## config.mk

```make
export PLATFORM = sky130hd
export DESIGN_NAME = ff256_ct_seq_byte_sequencer
export DESIGN_NICKNAME = d
export VERILOG_FILES = /design/src/rtl/ff256_ct_seq_byte_sequencer.sv
export SDC_FILE = /design/constraint.sdc
export NUM_CORES = 1
export LEC_CHECK = 0
export ABC_AREA = 1
export CORE_MARGIN = 2
export CORE_UTILIZATION = 50
export DETAILED_ROUTE_END_ITERATION = 6
export PLACE_DENSITY = 0.8
export REMOVE_ABC_BUFFERS = 1
export SETUP_SLACK_MARGIN = 0.3
export SYNTH_ARGS = -nofsm -noshare
export SYNTH_HDL_FRONTEND = slang
export SYNTH_SLANG_ARGS = --single-unit
```

## constraint.sdc

```tcl
create_clock -name clk -period 1.78 [get_ports clk]
set_clock_uncertainty 0.05 [all_clocks]
set_input_delay 0.356 -clock clk [delete_from_list [all_inputs] [get_ports clk]]
set_output_delay 0.356 -clock clk [all_outputs]
set_load 0.1 [all_outputs]
```

## src/rtl/ff256_ct_seq_byte_sequencer.sv

```systemverilog
// Word-to-byte sequencer: holds a 64-bit word and steps an 8:1 byte mux over 8 output beats.
// Define FF256_CT_SEQ_BYTE_MSB_FIRST_EN to emit the most-significant byte first.
module ff256_ct_seq_byte_sequencer #(
  parameter int NUM_BYTES = 8,
  parameter int CNT_W     = 3
) (
  input  logic                   clk,
  input  logic                   rst,
  input  logic                   in_valid,
  output logic                   in_ready,
  input  logic [8*NUM_BYTES-1:0] x_in,
  output logic                   out_valid,
  input  logic                   out_ready,
  output logic [7:0]             x_out,
  output logic [CNT_W-1:0]       selector,
  output logic                   out_last,
  output logic                   busy
);

  localparam logic [0:0] IDLE = 1'b0;
  localparam logic [0:0] SEND = 1'b1;
  localparam logic [CNT_W-1:0] CNT_LAST = CNT_W'(NUM_BYTES - 1);

`ifdef FF256_CT_SEQ_BYTE_MSB_FIRST_EN
  localparam logic [CNT_W-1:0] SEL_FIRST = CNT_LAST;
`else
  localparam logic [CNT_W-1:0] SEL_FIRST = '0;
`endif

  logic [0:0]                 state;
  logic [CNT_W-1:0]           cnt;
  logic [CNT_W-1:0]           sel;
  logic [NUM_BYTES-1:0][7:0]  hold;
  logic                       accept;
  logic                       xfer;

  assign out_valid = (state == SEND);
  assign busy      = out_valid;
  assign out_last  = (state == SEND) && (cnt == CNT_LAST);
  assign in_ready  = (state == IDLE) || (out_last && out_ready);
  assign accept    = in_valid && in_ready;
  assign xfer      = out_valid && out_ready;
  assign selector  = sel;
  // sel is always a legal index into hold, so x_out is never X
  assign x_out     = hold[sel];

  // Selector is its own register so it reads 0 in IDLE even in the MSB-first build.
  always_ff @(posedge clk) begin
    if (rst) begin
      state <= IDLE;
      cnt   <= '0;
      sel   <= '0;
      hold  <= '0;
    end else if (accept) begin
      hold  <= x_in;
      cnt   <= '0;
      sel   <= SEL_FIRST;
      state <= SEND;
    end else if (xfer) begin
      if (out_last) begin
        state <= IDLE;
        cnt   <= '0;
        sel   <= '0;
      end else begin
        cnt <= cnt + CNT_W'(1);
`ifdef FF256_CT_SEQ_BYTE_MSB_FIRST_EN
        sel <= sel - CNT_W'(1);
`else
        sel <= sel + CNT_W'(1);
`endif
      end
    end
  end

endmodule

```

# After elaboration in Yosys (flattened, before gate mapping)
# Cells that the tools add are included.
[word_totals] out_inout_bits=15 wordCells=32 ff_bits=71
[classes] eq_ne=1 magnitude_cmp=1 muxes=7 add_sub_neg=2 n_reduce_logical=9 n_bitwise=1
[ops] cell="binary-select mux 8 bit (select 3 bit)" count=1
[ops] cell="2-to-1 mux 8 bit" count=1
[ops] cell="adder 3 x 1 -> 3 bit, second input constant" count=2
[ops] cell="2-to-1 mux 3 bit" count=2
[ops] cell="logical AND 1 bit" count=4
[ops] cell="less-than comparator 3 x 4 -> 1 bit, second input constant" count=1
[ops] cell="nonzero test 2 bit" count=2
[ops] cell="equality test 3 bit, second input constant" count=1
[ops] cell="2-to-1 mux 1 bit" count=3
[ops] cell="AND reduction 2 bit" count=1
[ops] cell="OR reduction 2 bit" count=1
[ops] cell="logical OR 1 bit" count=1
[ops] cell="NOT 1 bit" count=1

# Logic depth before layout (Yosys ltp)
# Gate-level depths: netlist of the first run.
[logic_depth] ltp_word=7 mapped_depth=9 ltp_nobuf=8

# Least setup slack after synthesis of the first run
# OpenSTA, ideal clock, no wires.
[synth_timing] path_kind="reg-to-output" startpoint="reg sel[0] (netlist: selector[0])" endpoint="out x_out[0]" arrival_time_ns=2.367 path_slack_ns=-0.993 t_required_ns=1.374 n_path_buf=2 stages_incl_launch_ff=9 path_cell_list="dfxtp_1 -> buf_2 -> inv_1 -> buf_2 -> nand2_1 -> nand3_1 -> nand2_1 -> nand2_1 -> nand2_1"
[synth_between] elab_chain_cells=2
[synth_rtl] element="start, declared" line="32" rtl="logic [CNT_W-1:0] sel;"
[synth_rtl] element="start signal, assigned" line="69" rtl="sel <= sel + CNT_W'(1);"
[synth_rtl] element="binary-select mux 8 bit (select 3 bit)" line="45" rtl="assign x_out = hold[sel];"
[synth_rtl] element="2-to-1 mux 8 bit (not written as such)" line="45"
[synth_rtl] element="end, declared" line="14" rtl="output logic [7:0] x_out,"
# No other way between the ends. The select of a mux whose other input is x is not followed.

# Final worst setup path of the first run
[layout_timing] startpoint="reg sel[0] (netlist: selector[0])" endpoint="out x_out[7]"
# Same word-level chain as after synthesis.

==> impl_metrics.py, run 1 <==
metrics = {
    "power": {
        "switching_share_pct": 36.8,
        "combPwrFrac_pct": 36.5,
        "vdd_drop_max_uv": 615,
        "power_density_nw_per_um2": 745,
        "clkPwrFrac_pct": 24.4,
        "power_uw": 4780,
        "p_sw_uw": 1760,
        "power_leakage_uw": 0.00274,
        "seqPwrFrac_pct": 39.1,
        "power.internal_uw": 3020,
    },
    "die": {
        "die_y_um": 88.1,
        "die-width_um": 88.1,
        "die-area_um2": 7760,
        "num_rows": 30,
        "start_util_pct": 51.8,
        "core_area_um2": 6830,
        "io_pins": 83,
    },
    "cts": {
        "cts.hold.buffers_added": 0,
        "insertion_delay_ps": 380,
        "cts_tree": "built",
        "cts-root-buf": "clkbuf_8",
        "numCtsBuffers": 9,
        "clkSinkCount": 71,
        "clk_pin_slew_worst_paths_ps": 80,
        "clk_path_buf_depth": 2,
        "htree_levels": 3,
    },
    "timing": {
        "rsz0062_at_grt": "yes",
        "fmax_mhz": 438,
        "worstMarginPinSlew_ps": 669,
        "setup_viol": 65,
        "fin_crit_sh_pct": 128,
        "finalHoldViolations": 0,
        "layout_setup_ws_ps": -501,
        "slew_headroom_pct": 55.4,
        "min_period_ps": 2280,
        "hold_ws_ps": 464,
        "final_max_slew_viol_count": 0,
    },
    "status": {
        "violations": "negative setup slack",
        "status": "finished, violations left",
    },
    "route": {
        "viasPerCell": 6.32,
        "drt-pass1-iter-count": 6,
        "route.detailed.drc": 0,
        "routedWlPerCell_um": 26.5,
        "vias": 4715,
        "routed_wl_um": 19700,
        "ant_nets": 0,
        "drtIter0Drc": 580,
    },
    "setup_path": {
        "crit_arrival_ps": 1880,
        "required_ps": 1370,
        "critPathMaxFanout": 13,
        "worstSetupStartpointType": "flip-flop",
        "critPathKind": "reg -> out",
        "endpoint_kind": "output pin",
        "cp_cell_sequence": "buf_12 > nand2_1 > nand3_2 > nand2_1 > nand2_1 > nand2_2 > buf_12",
        "slowest_stage": "dfxtp_4",
        "cp_common_cell": "nand2_1",
        "max_stage_delay_ps": 410,
    },
    "hold_path": {
        "hold_path_class": "reg -> reg",
    },
    "yosys": {
        "ys_ff_latch": 71,
        "yosysTopAreaCell": "dfxtp_1",
        "syn-mean-instance-area_um2": 6.65,
        "yosysTopAreaCellShare_pct": 40.2,
        "synth.cell_area_um2": 3540,
        "ys_top_cells_by_area": "dfxtp_1 40%, nor2_1 14%, o21bai_1 14%, nand2_1 12%, inv_1 7.4%",
        "yosysWarnings": 0,
        "synth_cell_types": 16,
        "seq_area_frac_synth_pct": 40.2,
        "synth_cells": 532,
    },
    "grt": {
        "antenna_found_initial": 0,
        "grt_max_degree": 36,
        "grt.total_usage_pct": 37.3,
        "grt-ovfl-total": 0,
        "first_global_vias": 4285,
        "grt_pass1_wl_um": 21600,
    },
    "placement": {
        "dp_hpwl_um": 5730,
        "io_buffer_count": 82,
        "place_congestion": 0.829,
    },
    "run": {
        "maxCapViolations": 0,
    },
    "finish": {
        "antennaDiodeCount": 0,
        "syn_to_final_growth_pct": 81.6,
        "nets": 716,
        "drive_above_1_share_pct": 35.5,
    },
}
-- metrics by stage --
| stage | utilization, % | setup TNS, ps | cells | cell area (µm²) | setup slack (ps) |
|---|---|---|---|---|---|
| 6_report | 94.0 | -6170 | 746 | 6420 | -501 |
| 5_1_grt | 94.0 | -6290 | 746 | 6420 | -567 |
| 4_1_cts | 86.2 | -619 | 741 | 5890 | -83.2 |
| 3_5_place_dp | 68.0 | 0 | 694 | 4650 | 15.6 |
| 3_3_place_gp | 68.0 | 0 | 694 | 4650 | 67.1 |
| 2_1_floorplan | - | -207370 | 500 | 3360 | -2720 |
-- state kept, by name (all words and copies together), names as in the netlist --
name      flops
busy          1
cnt           3
hold         64
selector      3
-- repair_timing --
action / CTS / global route
setup endpoints to repair: 83 / 84
cloned: 16 / 4
resized for setup: 159 / 112
pin swaps: 38 / 50
buffers inserted: 15 / 1
-- cells in the final DEF, fill, tap and decap left out, drive strengths merged --
cell	Yosys	final
nor2	130	130
nand2	118	118
dfxtp	71	71
inv	70	70
clkdlybuf4s50	0	66
o21bai	64	64
buf	22	63
nand3	35	35
clkbuf	10	19
a21oi	6	6
ha	3	3
clkinv	1	2
mux2i	1	1
or2	1	1
bufbuf	0	1
-- power groups by stage --
stage | clock network, µW | registers [µW] | logic [µW]
6_report | 1170 | 1870 | 1750
3_5_place_dp | 0 | 1820 | 997
2_1_floorplan | 0 | 1840 | 539
3_3_place_gp | 0 | 1810 | 977
4_1_cts | 1080 | 1820 | 1390
5_1_grt | 1210 | 1870 | 1780
-- path summary, 6_finish.rpt --
kind | endpoint | start | slack [ps] | cells after the start
worst max register to register | hold[9]$_SDFFE_PP0P_ | cnt[2]$_SDFFE_PP0P_ | -170 | 8
worst min-delay path | hold[37]$_SDFFE_PP0P_ | hold[37]$_SDFFE_PP0P_ | 460 | 2
worst min register to register | hold[37]$_SDFFE_PP0P_ | hold[37]$_SDFFE_PP0P_ | 460 | 2
worst max-delay path | x_out[7] | selector[0]$_SDFFE_PP0P_ | -500 | 7
-- final cells by class --
class	count	area, µm²
clock buffers	15	146
multi-input cells	358	2460
repair buffers	134	1970
well taps	96	120
inverters	71	287
fillers	193	410
flip-flops and latches	71	1430
clock inverters	1	5.00
-- layer usage --
metal	share of wire, %	wire, µm	global-route usage, %	up-vias
met5	0.25	50	0	-
met4	12	2280	26.4	2
met3	13	2510	7.92	214
met2	45	8810	63.6	524
met1	31	6090	41.1	2122
li1	-	-	-	1853
-- critical path: cells and delay by family, from the launching register on --
kind | cells | cell delay, ps
buffers and inverters | 2 | 340
and+or+nand+nor | 5 | 750
DFF | 1 | 410
-- synthesized netlist by cell type --
| cell | count |
|---|---|
| nor2_1 | 130 |
| o21bai_1 | 64 |
| inv_1 | 70 |
| clkbuf_1 | 10 |
| ha_1 | 3 |
| nand2_2 | 2 |
| buf_2 | 14 |
| clkinv_2 | 1 |
| nand2_1 | 116 |
| nand3_1 | 35 |
| mux2i_1 | 1 |
| dfxtp_1 | 71 |
| buf_4 | 7 |
| buf_6 | 1 |
| or2_2 | 1 |
| a21oi_1 | 6 |
-- logic make-up (layout without fill, tap and decap cells) --
family | count (synthesis) | in the layout | synth area share (%)
adders and majority gates | 3 | 3 | 1.06
and+or+nand+nor | 284 | 284 | 31.6
buffers and inverters | 103 | 221 | 12.4
AOI/OAI and AO/OA | 70 | 70 | 14.4
muxes | 1 | 1 | 0.283
DFF | 71 | 71 | 40.2
(Power assumes the default switching activity.)
==> run 2: changes to the inputs <==
- REMOVE_ABC_BUFFERS: 1 -> unset
==> run 2 against run 1 <==
Effect of this change: the run now fails in global routing (5_1_grt); synthesized cell count is the same; synthesized area unchanged.
==> impl_metrics.py, run 2 <==
metrics = {
    "placement": {
        "place_congestion": 0.780,
        "dp_hpwl_um": 6270,
        "io_buffer_count": 82,
        "dpl_cell_area_um2": 4850,
        "dpl.cell_count": 688,
    },
    "yosys": {
        "async_reset_ff_share_pct": 0,
        "ys.flop_type": "dfxtp_1",
        "synth_edf_count": 0,
        "yosys.cell_count.top_type": "nor2_1",
        "synth_cell_types": 16,
        "yosysWarnings": 0,
        "synth_cells": 532,
        "ys_top_cells_by_area": "dfxtp_1 40%, nor2_1 14%, o21bai_1 14%, nand2_1 12%, inv_1 7.4%",
        "yosysTopAreaCellShare_pct": 40.2,
        "seq_area_frac_synth_pct": 40.2,
        "synth.cell_area_um2": 3540,
        "yosysTopAreaCell": "dfxtp_1",
        "syn-num-nets": 603,
        "ys_ff_latch": 71,
        "synth_commonest_cells": "130 x nor2_1, 116 x nand2_1, 71 x dfxtp_1",
        "syn-mean-instance-area_um2": 6.65,
    },
    "status": {
        "error_line": "[ERROR GRT-0232] Routing congestion too high. Check the congestion heatmap in the GUI.",
        "status": "did not finish",
        "haltStage": "global routing (5_1_grt)",
    },
    "die": {
        "die_y_um": 88.1,
        "start_util_pct": 51.8,
        "die-width_um": 88.1,
        "io_pins": 83,
        "num_rows": 30,
    },
    "grt": {
        "antenna_found_initial": 2,
        "grt_max_degree": 36,
        "grt-ovfl-total": 135,
        "grt.total_usage_pct": 77.9,
    },
    "cts": {
        "htree_levels": 3,
        "clk_path_buf_depth": 2,
        "clkSinkCount": 71,
        "cts-root-buf": "clkbuf_8",
        "numCtsBuffers": 9,
    },
    "timing": {
        "endpoint_type": "primary output",
        "grt_worst_setup_endpoint": "x_out[2]",
    },
}
-- run 2: cell counts after synthesis --
Identical to the previous run, type by type.
-- run 2: logic make-up after synthesis --
logic type | Yosys count | share of synthesized area (%)
simple gates | 284 | 31.6
fa+ha+maj | 3 | 1.06
mux | 1 | 0.283
compound gates | 70 | 14.4
flops | 71 | 40.2
buf+inv | 103 | 12.4
-- run 2: timing repair --
| action | 4_1_cts |
|---|---|
| gates resized for setup | 145 |
| buffers inserted | 17 |
| setup endpoints to repair | 81 |
| pin swaps | 57 |
| hold buffers | 0 |
| gates cloned | 16 |
-- run 2: routing by layer --
metal | GRT usage [%] | overflow
met5 | 1.95 | 0
met4 | 88.4 | 50
met3 | 54.5 | 0
met2 | 97.8 | 85
met1 | 78.0 | 0
-- run 2: metrics by stage --
step | setup slack (ps) | hold slack (ps) | setup TNS [ps]
after floorplan | 64.7 | 404 | 0
after global placement | 71.2 | 414 | 0
after detailed placement | 36.2 | 423 | 0
after CTS | -170 | 437 | -1310
==> run 3: changes to the inputs <==
- CORE_UTILIZATION: 50 -> 40
- PLACE_DENSITY: 0.8 -> unset
- PLACE_DENSITY_LB_ADDON: unset -> 0.15
- SETUP_SLACK_MARGIN: 0.3 -> unset
==> run 3 against run 2 <==
Effect of this change: the flow now finishes, with violations (negative setup slack).
==> impl_metrics.py, run 3 (synthesis results as in run 1) <==
metrics = {
    "status": {
        "status": "finished, violations left",
        "violations": "negative setup slack",
    },
    "timing": {
        "finalSetupTns_ps": -1300,
        "rsz0062_at_grt": "yes",
        "min_period_ps": 1980,
        "worstMarginPinSlew_ps": 331,
        "fin_crit_sh_pct": 111,
        "final_max_slew_viol_count": 0,
        "setup_viol": 8,
        "fmax_mhz": 506,
        "finalHoldViolations": 0,
        "layout_setup_ws_ps": -195,
        "slew_headroom_pct": 77.9,
    },
    "die": {
        "num_rows": 34,
        "core_area_um2": 8640,
        "die_y_um": 98.0,
        "die-width_um": 98.0,
        "io_pins": 83,
        "start_util_pct": 40.9,
        "die-area_um2": 9610,
    },
    "placement": {
        "io_buffer_count": 82,
        "dp_hpwl_um": 6190,
        "dpl_cell_area_um2": 4790,
        "place_congestion": 0.824,
    },
    "finish": {
        "antennaDiodeCount": 0,
        "largest_reg_flops": 64,
        "final_common_cell": "nor2_1",
        "nets": 684,
        "fin_area_um2": 5420,
        "layout_common_cells": "130 x nor2_1, 67 x inv_1, 66 x clkdlybuf4s50_1",
        "n_fill_cell": 761,
        "multi_input_area_um2": 2150,
        "top_register": "hold",
        "drive_above_1_share_pct": 23.0,
        "syn_to_final_growth_pct": 53.3,
        "area.sequential_um2": 1440,
    },
    "setup_path": {
        "required_ps": 1370,
        "crit_start": "selector[0]$_SDFFE_PP0P_",
        "critPathKind": "reg -> out",
        "worstSetupStartpointType": "flip-flop",
        "crit_arrival_ps": 1570,
        "endpoint_kind": "output pin",
        "critPathMaxFanout": 5,
        "r2r-start": "cnt[0]$_SDFFE_PP0P_",
    },
    "power": {
        "power_density_nw_per_um2": 775,
        "power_uw": 4200,
        "vdd_drop_max_uv": 378,
        "power_leakage_uw": 0.00242,
    },
    "grt": {
        "grt_max_degree": 65,
        "grt_pass1_wl_um": 14700,
        "grt.total_usage_pct": 19.1,
        "grt-ovfl-total": 0,
        "first_global_vias": 3268,
        "antenna_found_initial": 0,
    },
    "cts": {
        "htree_levels": 3,
        "clk_pin_slew_worst_paths_ps": 70,
        "insertion_delay_ps": 340,
        "cts_tree": "built",
        "numCtsBuffers": 9,
        "cts-root-buf": "clkbuf_8",
        "clkSinkCount": 71,
        "clk_path_buf_depth": 2,
    },
    "route": {
        "ant_nets": 0,
        "routed_wl_um": 9430,
        "drtIter0Drc": 93,
        "route.detailed.drc": 0,
        "drt-pass1-iter-count": 4,
        "viasPerCell": 4.73,
        "routedWlPerCell_um": 13.0,
        "vias": 3433,
    },
    "hold_path": {
        "min-delay-start": "rst",
        "hold_path_class": "in -> reg",
    },
    "run": {
        "maxCapViolations": 0,
    },
    "yosys": {
        "syn-num-nets": 603,
    },
}
==> run 3: final timing paths <==
path / endpoint / slack [ps] / cells after the start
worst max-delay path: x_out[5] / -200 / 8
worst min-delay path: busy$_SDFFE_PP0P_ / 420 / 3
worst max register to register: selector[2]$_SDFFE_PP0P_ / 130 / 8
worst min register to register: hold[43]$_SDFFE_PP0P_ / 430 / 2
==> run 3: through the flow <==
step                hold WS, ps  std cells  utilization (%)  worst slack, ps
floorplan                   395        532                -            -63.3
global placement            409        703             55.5             30.9
detailed placement          415        703             55.5            -20.9
CTS                         413        724             59.8             -170
global route                450        726             62.8             -236
finish                      422        726             62.8             -195
==> run 3: routing by layer <==
metal	vias to the layer above	global-route usage [%]	wire [µm]
li1	1774	-	-
met1	1590	23.7	4150
met2	57	33.2	4870
met3	12	3.29	274
met4	0	6.62	138
met5	-	0	0
==> run 3: power by group <==
| part | switching (µW) | internal (µW) |
|---|---|---|
| logic | 648 | 510 |
| registers | 70.5 | 1710 |
| clock network | 581 | 680 |
==> run 3: cell type report <==
type                       count  area share, %
tap                          108           2.49
clock buffer                  12           2.68
clock inverter                 4          0.831
timing repair buffer         102           22.7
sequential                    71           26.5
inverter                      71           5.22
multi-input combinational    358           39.6
==> run 3: repair_timing <==
| action | 4_1_cts | 5_1_grt |
|---|---|---|
| gates cloned | 2 | 1 |
| hold endpoints to repair | 0 | 0 |
| gates resized for setup | 35 | 58 |
| pin swaps | 17 | 23 |
| endpoints found under the setup margin | 10 | 12 |
| hold buffers | 0 | 0 |
| setup buffers | 3 | 1 |
==> run 3: critical path, stage by stage (launching register included) <==
cell and delay, ps:
dfxtp_4 430, inv_8 60, clkbuf_16 160, nand2_2 70, nand3_2 70, nand2_2 110, nand2_4 70, nand2_8 80
buf_12 160
==> run 4: changes to the inputs <==
- CTS_BUF_LIST: unset -> sky130_fd_sc_hd__clkbuf_16
==> run 4 against run 3 <==
Effect of this change: the flow still finishes with violations (negative setup slack); clock power increased by 35%; combinational power barely moved; sequential share of layout area down 0.26 points; critical endpoint unchanged; critical path depth unchanged; first-iteration DRC count fell by 19%; via count is 0.96% higher; die area did not move; maximum frequency up 1.0%; worst setup slack improved by 20 ps.
==> impl_metrics.py, run 4 (synthesis results as in run 1) <==
metrics = {
    "cts": {
        "clkSinkCount": 71,
        "cts-root-buf": "clkbuf_16",
        "clk_pin_slew_worst_paths_ps": 60,
        "cts.hold.buffers_added": 0,
        "clk_path_buf_depth": 2,
        "insertion_delay_ps": 330,
        "numCtsBuffers": 9,
        "htree_levels": 3,
        "cts_tree": "built",
    },
    "die": {
        "die_y_um": 98.0,
        "die-area_um2": 9610,
        "die-width_um": 98.0,
        "core_area_um2": 8640,
        "start_util_pct": 40.9,
        "num_rows": 34,
        "io_pins": 83,
    },
    "grt": {
        "antenna_found_initial": 0,
        "grt.total_usage_pct": 20.1,
        "grt_max_degree": 65,
        "first_global_vias": 3397,
        "grt-ovfl-total": 0,
        "grt_pass1_wl_um": 15500,
    },
    "hold_path": {
        "min_to": "hold[43]$_SDFFE_PP0P_",
        "min-delay-start": "hold[43]$_SDFFE_PP0P_",
        "hold_depth": 2,
        "hold_path_class": "reg -> reg",
    },
    "route": {
        "routedWlPerCell_um": 13.2,
        "vias": 3466,
        "viasPerCell": 4.76,
        "drt-pass1-iter-count": 4,
        "route.detailed.drc": 0,
        "routed_wl_um": 9610,
        "drtIter0Drc": 75,
        "ant_nets": 0,
    },
    "timing": {
        "layout_setup_ws_ps": -175,
        "rsz0062_at_grt": "yes",
        "min_period_ps": 1960,
        "worstMarginPinSlew_ps": 322,
        "fmax_mhz": 511,
        "finalHoldViolations": 0,
        "slew_headroom_pct": 78.5,
        "fin_crit_sh_pct": 110,
        "setup_viol": 8,
        "final_max_slew_viol_count": 0,
    },
    "placement": {
        "pre_cts_slack_ps": -20.9,
        "dpl_cell_area_um2": 4790,
        "place_congestion": 0.824,
        "dp_hpwl_um": 6190,
        "io_buffer_count": 82,
        "dpl.cell_count": 703,
    },
    "finish": {
        "drive_above_1_share_pct": 22.1,
        "final_cells": 728,
        "fin_area_um2": 5480,
        "largest_reg_flops": 64,
        "final_common_cell": "nor2_1",
        "layout_common_cells": "130 x nor2_1, 69 x inv_1, 66 x clkdlybuf4s50_1",
        "top_register": "hold",
        "nets": 686,
        "syn_to_final_growth_pct": 54.8,
        "antennaDiodeCount": 0,
    },
    "setup_path": {
        "cp_cell_sequence": "inv_8 > buf_12 > nand2_2 > nand3_2 > nand2_2 > nand2_4 > nand2_8 > buf_12",
        "crit_arrival_ps": 1550,
        "slowest_stage": "dfxtp_4",
        "r2r-start": "cnt[0]$_SDFFE_PP0P_",
        "worstSetupStartpointType": "flip-flop",
        "rr_endpoint": "hold[21]$_SDFFE_PP0P_",
        "max_stage_delay_ps": 420,
        "critPathMaxFanout": 8,
        "required_ps": 1370,
        "path_delay_family": "flip-flops",
        "critPathKind": "reg -> out",
        "endpoint_kind": "output pin",
        "cp_num_buf_inv": 3,
        "ff2ff_path_depth": 9,
        "reg2reg_slack_ps": 110,
    },
    "power": {
        "vdd_drop_max_uv": 449,
        "power_leakage_uw": 0.00245,
        "power_density_nw_per_um2": 847,
    },
    "run": {
        "maxCapViolations": 0,
    },
    "status": {
        "status": "finished, violations left",
        "violations": "negative setup slack",
    },
    "yosys": {
        "syn-num-nets": 603,
    },
}
run 4: per-stage QoR:
step	total power (µW)	TNS, ps	hold slack (ps)	utilization (%)
6_report	4640	-1210	429	63.4
5_1_grt	4830	-1590	446	63.4
4_1_cts	4620	-1090	430	61.9
3_5_place_dp	2880	-95.2	415	55.5
3_3_place_gp	2860	0	409	55.5
2_1_floorplan	2490	-72.5	395	-
run 4: tightest hold or removal path, stage by stage (launching register included):
cell and delay (ps):
dfxtp_1 320, nor2_1 50, nor2_1 80
run 4: per-layer routing:
| metal | part of all wire (%) | up-vias | global-route usage (%) | wire length [µm] |
|---|---|---|---|---|
| met5 | 0 | - | 0 | 0 |
| met4 | 1.9 | 0 | 8.01 | 178 |
| met3 | 4.5 | 16 | 3.58 | 437 |
| met2 | 51 | 74 | 34.9 | 4920 |
| met1 | 42 | 1593 | 24.6 | 4080 |
| li1 | - | 1783 | - | - |
run 4: where the power goes:
part	switching, µW	total (µW)	internal [µW]	leakage [µW]
sequential	70.6	1780	1710	0.000591
clock	644	1700	1060	0.000149
combinational	641	1150	506	0.00171
run 4: cell type report:
type,count,area [µm²]
well taps,108,135
repair buffers,104,1250
clock buffers,9,225
clock inverters,7,56.3
multi-input cells,358,2090
fillers,757,3160
flip-flops and latches,71,1440
inverters,71,283
run 4: worst max-delay path by stage:
| stage | slack (ps) | endpoint | cells past startpoint | from |
|---|---|---|---|---|
| final | -180 | x_out[5] | 8 | selector[0]$_SDFFE_PP0P_ |
| after global routing | -220 | x_out[7] | 8 | selector[0]$_SDFFE_PP0P_ |
| after CTS | -140 | x_out[5] | 8 | selector[0]$_SDFFE_PP0P_ |
| after detailed placement | -20 | hold[30]$_SDFFE_PP0P_ | 8 | out_ready |
| after global placement | 30 | hold[58]$_SDFFE_PP0P_ | 8 | out_ready |
| after floorplan | -60 | x_out[0] | 8 | selector[0]$_SDFFE_PP0P_ |
run 4: what timing repair did:
item / CTS / global route
buffers inserted: 5 / 0
resized for setup: 56 / 27
pin swaps: 23 / 15
cloned: 3 / 1
setup endpoints to repair: 10 / 13
